**config.mk**
```make
export PLATFORM = sky130hd
export DESIGN_NAME = ps2_scancode_rx
export DESIGN_NICKNAME = d
export VERILOG_FILES = /design/src/rtl/ps2_scancode_rx.sv
export SDC_FILE = /design/constraint.sdc
export NUM_CORES = 1
export LEC_CHECK = 0
export CORE_MARGIN = 2
export CORE_UTILIZATION = 50
export CTS_CLUSTER_SIZE = 8
export DETAILED_ROUTE_END_ITERATION = 10
export PLACE_DENSITY = 0.69
export SYNTH_ARGS = -nofsm -noshare
export SYNTH_HDL_FRONTEND = slang
export SYNTH_SLANG_ARGS = --single-unit
```
**constraint.sdc**
```tcl
create_clock -name clk -period 2 [get_ports clk]
set_input_delay 0.4 -clock clk [delete_from_list [all_inputs] [get_ports clk]]
set_output_delay 0.4 -clock clk [all_outputs]
set_load 0.03 [all_outputs]
```
**src/rtl/ps2_scancode_rx.sv**
```systemverilog
// PS/2 keyboard receiver: synchronise/filter kb_clk, deserialise frames, fold F0/E0 prefixes.
// Optional parity rejection via `define PS2_PARITY_CHECK_EN (undefined: parity ignored).
`timescale 1ns/1ps
module ps2_scancode_rx #(
  parameter int FILTER_LEN     = 8,
  parameter int TIMEOUT_CYCLES = 100000
) (
  input  logic       clk,
  input  logic       rst_n,
  input  logic       kb_clk,
  input  logic       data,
  output logic [7:0] keycode,
  output logic       sign,
  output logic       valid,
  output logic       frame_err
);

  localparam int FW = $clog2(FILTER_LEN + 1);
  localparam int TW = $clog2(TIMEOUT_CYCLES + 1);

  typedef enum logic [1:0] {IDLE, RECV, CHECK} state_t;

  logic          kb_s1, kb_s2, d_s1, d_s2;
  logic          kb_filt, kb_filt_d;
  logic [FW-1:0] flt_cnt;
  logic          fall;

  always_ff @(posedge clk) begin
    if (!rst_n) begin
      kb_s1     <= 1'b1;
      kb_s2     <= 1'b1;
      d_s1      <= 1'b1;
      d_s2      <= 1'b1;
      kb_filt   <= 1'b1;
      kb_filt_d <= 1'b1;
      flt_cnt   <= '0;
    end else begin
      kb_s1     <= kb_clk;
      kb_s2     <= kb_s1;
      d_s1      <= data;
      d_s2      <= d_s1;
      kb_filt_d <= kb_filt;
      // Counts consecutive samples disagreeing with the filtered level
      if (kb_s2 == kb_filt) begin
        flt_cnt <= '0;
      end else if (flt_cnt == FW'(FILTER_LEN - 1)) begin
        kb_filt <= kb_s2;
        flt_cnt <= '0;
      end else begin
        flt_cnt <= flt_cnt + FW'(1);
      end
    end
  end

  assign fall = kb_filt_d & ~kb_filt;

  state_t        state, state_d;
  logic [3:0]    bit_cnt, bit_cnt_d;
  logic [8:0]    sh, sh_d;
  logic [TW-1:0] to_cnt, to_cnt_d;
  logic          brk, brk_d, ext, ext_d;
  logic [7:0]    keycode_d;
  logic          sign_d, valid_d, err_d;
  logic          good;

`ifdef PS2_PARITY_CHECK_EN
  assign good = d_s2 & (^sh);
`else
  assign good = d_s2;
`endif

  always_ff @(posedge clk) begin
    if (!rst_n) begin
      state     <= IDLE;
      bit_cnt   <= '0;
      sh        <= '0;
      to_cnt    <= '0;
      brk       <= 1'b0;
      ext       <= 1'b0;
      keycode   <= 8'h00;
      sign      <= 1'b0;
      valid     <= 1'b0;
      frame_err <= 1'b0;
    end else begin
      state     <= state_d;
      bit_cnt   <= bit_cnt_d;
      sh        <= sh_d;
      to_cnt    <= to_cnt_d;
      brk       <= brk_d;
      ext       <= ext_d;
      keycode   <= keycode_d;
      sign      <= sign_d;
      valid     <= valid_d;
      frame_err <= err_d;
    end
  end

  // The frame verdict is taken on the stop-bit fall so the registered
  // valid/frame_err pulse lands in the single CHECK cycle.
  always_comb begin
    state_d   = state;
    bit_cnt_d = bit_cnt;
    sh_d      = sh;
    to_cnt_d  = to_cnt;
    brk_d     = brk;
    ext_d     = ext;
    keycode_d = keycode;
    sign_d    = sign;
    valid_d   = 1'b0;
    err_d     = 1'b0;
    case (state)
      IDLE: begin
        if (fall && !d_s2) begin
          state_d   = RECV;
          bit_cnt_d = '0;
          to_cnt_d  = '0;
        end
      end
      RECV: begin
        if (fall) begin
          to_cnt_d = '0;
          if (bit_cnt == 4'd9) begin
            state_d = CHECK;
            if (!good) begin
              err_d = 1'b1;
            end else if (sh[7:0] == 8'hF0) begin
              brk_d = 1'b1;
            end else if (sh[7:0] == 8'hE0) begin
              ext_d = 1'b1;
            end else begin
              keycode_d = sh[7:0];
              sign_d    = ~brk;
              valid_d   = 1'b1;
              brk_d     = 1'b0;
              ext_d     = 1'b0;
            end
          end else begin
            sh_d      = {d_s2, sh[8:1]};
            bit_cnt_d = bit_cnt + 4'd1;
          end
        end else if (to_cnt == TW'(TIMEOUT_CYCLES)) begin
          state_d = IDLE;
          err_d   = 1'b1;
        end else begin
          to_cnt_d = to_cnt + TW'(1);
        end
      end
      CHECK: state_d = IDLE;
      default: state_d = IDLE;
    endcase
  end

endmodule

```
Yosys cells after proc, flatten, opt, wreduce, memory -nomap -nowiden. Cells that the tools add are included.

Flip-flop bits (word level): 54. Bits in latches: 0. RAM bits: 0. Memory bits (read-only): 0. Bits of input ports: 4. Output and inout port bits: 11. Logic and storage cells: 78. Memories: 0.

$add $sub $neg: 3. $mul: 0. Divide/modulo/power cells: 0. $lt $le $gt $ge: 0. Equal/unequal tests: 14. Shifts and indexed selects: 0. Muxes and demuxes: 20. Bitwise gates (word level): 11. Reduce and logical (&&, ||, !) cells: 14.

Operators with widths (number): $mux W17 (3); $pmux W17 S2 (1); $add A17 B1 Y17 const B (1); $eq A17 B17 Y1 const B (1); $eq A8 B8 Y1 const B (2); $mux W4 (3); $not A1 Y1 (10); $ne A3 B3 Y1 const B (3); $reduce_and A3 Y1 (3); $add A4 B1 Y4 const B (2); $mux W2 (4); $ne A2 B2 Y1 const B (4); $pmux W4 S2 (1); $mux W1 (7); $reduce_and A6 Y1 (1); $reduce_or A6 Y1 (1); $reduce_and A5 Y1 (1); $eq A4 B3 Y1 const B (1); $eq A4 B4 Y1 const B (1); $pmux W2 S2 (1); $reduce_and A2 Y1 (2); $reduce_and A4 Y1 (1); $reduce_or A3 Y1 (1); $eq A2 B1 Y1 const B (1); other kinds (6) (6).

Longest topological paths before layout.
Depth after elaboration: 5. Mapped depth: 9. Depth with buffers taken out: 7.

Least setup slack after synthesis. No wires, ideal clock.

Kind: reg-to-reg. From: register bit_cnt[0]. To: register keycode[0]. Setup time: 0.116 ns. Arrival time: 1.580 ns. Setup slack: 0.304 ns. Stages on the path, launching flop included: 9. Period minus slack after synthesis: 1.696 ns. Cell sequence: dfxtp_1 > ha_1 > and3b_1 > clkbuf_1 > and4_1 > buf_2 > buf_4 > mux2i_1 > nor2b_1.

Word-level cells in the longest chain between the ends: 2.

RTL lines: from (decl) (RTL line 58) `logic [3:0] bit_cnt, bit_cnt_d;`; from (signal assigned) (RTL line 86) `bit_cnt <= bit_cnt_d;`; $eq A4 B4 Y1 (RTL line 122) `if (bit_cnt == 4'd9) begin`; $reduce_and A6 Y1 (no line); to (signal assigned) (RTL line 91) `keycode <= keycode_d;`; to (decl) (RTL line 12) `output logic [7:0] keycode,`.

Every way passes these cells. A chain may end at the register's enable or synchronous reset.

Final worst setup path.
From: register to_cnt[0]. To: register to_cnt[15].

Word-level cells in the longest chain between the ends: 4.

RTL lines: from (decl) (RTL line 60) `logic [TW-1:0] to_cnt, to_cnt_d;`; from (signal assigned) (RTL line 88) `to_cnt <= to_cnt_d;`; $add A17 B1 Y17 (RTL line 145) `to_cnt_d = to_cnt + TW'(1);`; $mux W17 (RTL line 141) `end else if (to_cnt == TW'(TIMEOUT_CYCLES)) begin`; $mux W17 (RTL line 120) `if (fall) begin`; $pmux W17 S2 (RTL line 111) `case (state)`.

Several ways; a longest one is shown, not always the timed one. The select of a mux whose other input is x is not followed.

==> flow_summary.toml <==
[final_layout]
area_growth_pct = 14.2
antennaDiodeCount = 0
drive_above_1_share_pct = 10.6
fin_nets = 291
mostFrequentLayoutCell = "dfxtp_1"
layoutNonFillerInstCount = 337
final_cell_mix = "dfxtp_1, nand2_1, nor2_1"
final_area_um2 = 2760

[floorplanning]
core_um2 = 4690
start_util_pct = 51.5
boundaryPins = 15
dieWidth_um = 73.6
die_h_um = 73.6
die_area_um2 = 5410
core.rowCount = 25

[placement]
place_inst = 329
gp_congestion = 0.827
port_buffers = 14
place_area_um2 = 2660
post-dp-hpwl_mm = 3.21
pre_cts_slack_ns = 0.251

[sta]
final_hold_viol_count = 0
period_minus_slack_ns = 1.82
tightest_slew_ns = 0.341
slew_headroom_pct = 77.0
setup_viol = 0
fin_ws_ns = 0.182
drv_slew = 0
finalCritPeriodShare_pct = 90.9
fmax_ghz = 0.550
skew_ns = 0.00898

[routing]
first_pass_iters = 4
drt_iter0_markers = 104
vias_per_cell = 5.41
postRouteWirelength_mm = 4.56
wl_per_cell_um = 13.5
drc = 0
detailroute.via_count = 1824
antenna_left = 0

[power]
power_leakage_uw = 0.000947
p_per_area_nw_per_um2 = 644
seq_power_share_pct = 60.8
p_int_uw = 1390
p_sw_share_pct = 22.1
netSwitchingPower_uw = 393
p_clk_share_pct = 36.9
comb_power_share_pct = 2.4
ir_worst_vdd_v = 0.000486

[grt]
grt_pass1_wl_mm = 7.94
antenna_found_initial = 0
grt_pass1_vias = 1771
grt_max_degree = 31
track_usage_pct = 18.8
gr-total-overflow = 0

[critical_path]
critPathMaxStageDelay_ns = 0.50
critPathKind = "reg2reg"
critPathSlowestCell = "or4_1"
crit_required_ns = 2.24
setup.worst_path.end_class = "flip-flop"
cp_cell_sequence = "inv_1 > ha_1 > nor4bb_1 > nand4_1 > a21oi_4 > or4_1 > a21oi_1"
arrival_ns = 2.06
timing.critical_path.from_type = "flip-flop"
cp_max_fo = 6

[clock_network]
cts_tree = "yes"
clk_latency_ns = 0.31
cts_root_buffer = "clkbuf_8"
path_clk_slew_ns = 0.10
clock_path_buffers = 2
post_cts_resized = 0
cts_hold_buffers = 0
postCtsSetupRepairBufs = 0
cts_sinks = 54
ctsHtreeMaxLevel = 2
numCtsBuffers = 5

[logic_synthesis]
ys_ff_latch = 54
syn_inst = 261
ys_seq_area_share_pct = 44.7
yosysWarningCount = 0
netlist_area_um2 = 2420
async_flop_share_pct = 0
synth_area_leaders = "dfxtp_1, nand2_1, mux2i_1"
yosys.area.top_type_share_pct = 44.7
syn-num-nets = 270
synth_ff_type = "dfxtp_1"
yosysTopAreaCell = "dfxtp_1"
synth_edf_count = 0
syn_area_per_cell_um2 = 9.27
yosysUniqueCellTypes = 53

[status]
outcome = "completed"

[job]
maxCapViolCount = 0

[hold_path]
hold_class = "reg2reg"
## cells by family after synthesis
kind of cell               synth area share [%]
and+or+nand+nor                            26.5
DFF                                        44.7
AOI/OAI and AO/OA                          14.0
buffers and inverters                      3.78
xor gates and xnor gates                   4.71
muxes                                      3.72
adders and majority gates                  2.59
## cells in the mapped netlist (all sizes together) (2+ instances only)
cell and n:
o31ai 2, nor4b 2, mux2i 9, inv 8, dfxtp 54, and4 4
nor2b 11, clkbuf 6, nand3 10, a21oi 10, ha 5, xnor2 5
xor2 8, or4 2, nand2b 9, nand4 4, a211oi 3, o211ai 3
a31oi 3, o21ai 5, buf 6, and2 2, a21boi 12, o211a 2
or3 5, nor3b 2, nand2 31, nor3 4, and3 2, nor2 19
## flip-flops by register name, summed over array words and instances, names as in the netlist
signal / cells
kb_filt_d: 1
d_s1: 1
d_s2: 1
state: 2
to_cnt: 17
kb_s2: 1
bit_cnt: 4
flt_cnt: 4
keycode: 8
frame_err: 1
valid: 1
sign: 1
kb_s1: 1
sh: 9
brk: 1
kb_filt: 1
## path summary, 6_finish.rpt
path,startpoint,to,slack [ns],cells past startpoint
setup / recovery,to_cnt[0],to_cnt[15],0.18,7
hold / removal,kb_s1,kb_s2,0.41,1
setup reg to reg,to_cnt[0],to_cnt[15],0.18,7
hold reg to reg,kb_s1,kb_s2,0.41,1
## routing by layer
metal,track usage (%),up-vias,wire (um)
li1,-,949,-
met1,23.9,843,2260
met2,30.0,24,2090
met3,5.08,8,121
met4,8.08,0,89
met5,0,-,0
## worst max-delay path: cells and delay by family (launching register included)
kind | cells | cell delay, ns
fa+ha+maj | 1 | 0.19
simple gates | 3 | 0.83
compound gates | 2 | 0.27
flops | 1 | 0.37
buf+inv | 1 | 0.09
## area by class of cell
cell class / instances / area, um2
fillers: 423 / 1930
well taps: 54 / 67.6
multi-input cells: 187 / 1250
inverters: 8 / 30.0
clock inverters: 2 / 16.3
clock buffers: 6 / 82.6
flip-flops and latches: 54 / 1080
repair buffers: 26 / 230
## power groups by stage
stage	clock (uW)	combinational, uW	sequential [uW]
after floorplan	0	25.7	1110
after global placement	0	42.5	1110
after detailed placement	0	42.7	1110
after CTS	669	43.0	1080
after global routing	722	46.2	1080
final	656	42.3	1080
## per-stage QoR
step	hold slack (ns)	utilization, %	power, uW	setup TNS [ns]
2_1_floorplan	0.386	-	1130	0
3_3_place_gp	0.393	56.6	1150	0
3_5_place_dp	0.392	56.6	1150	0
4_1_cts	0.416	58.7	1790	0
5_1_grt	0.436	58.9	1850	-0.0141
6_report	0.414	58.9	1780	0
(Power assumes the default switching activity.)
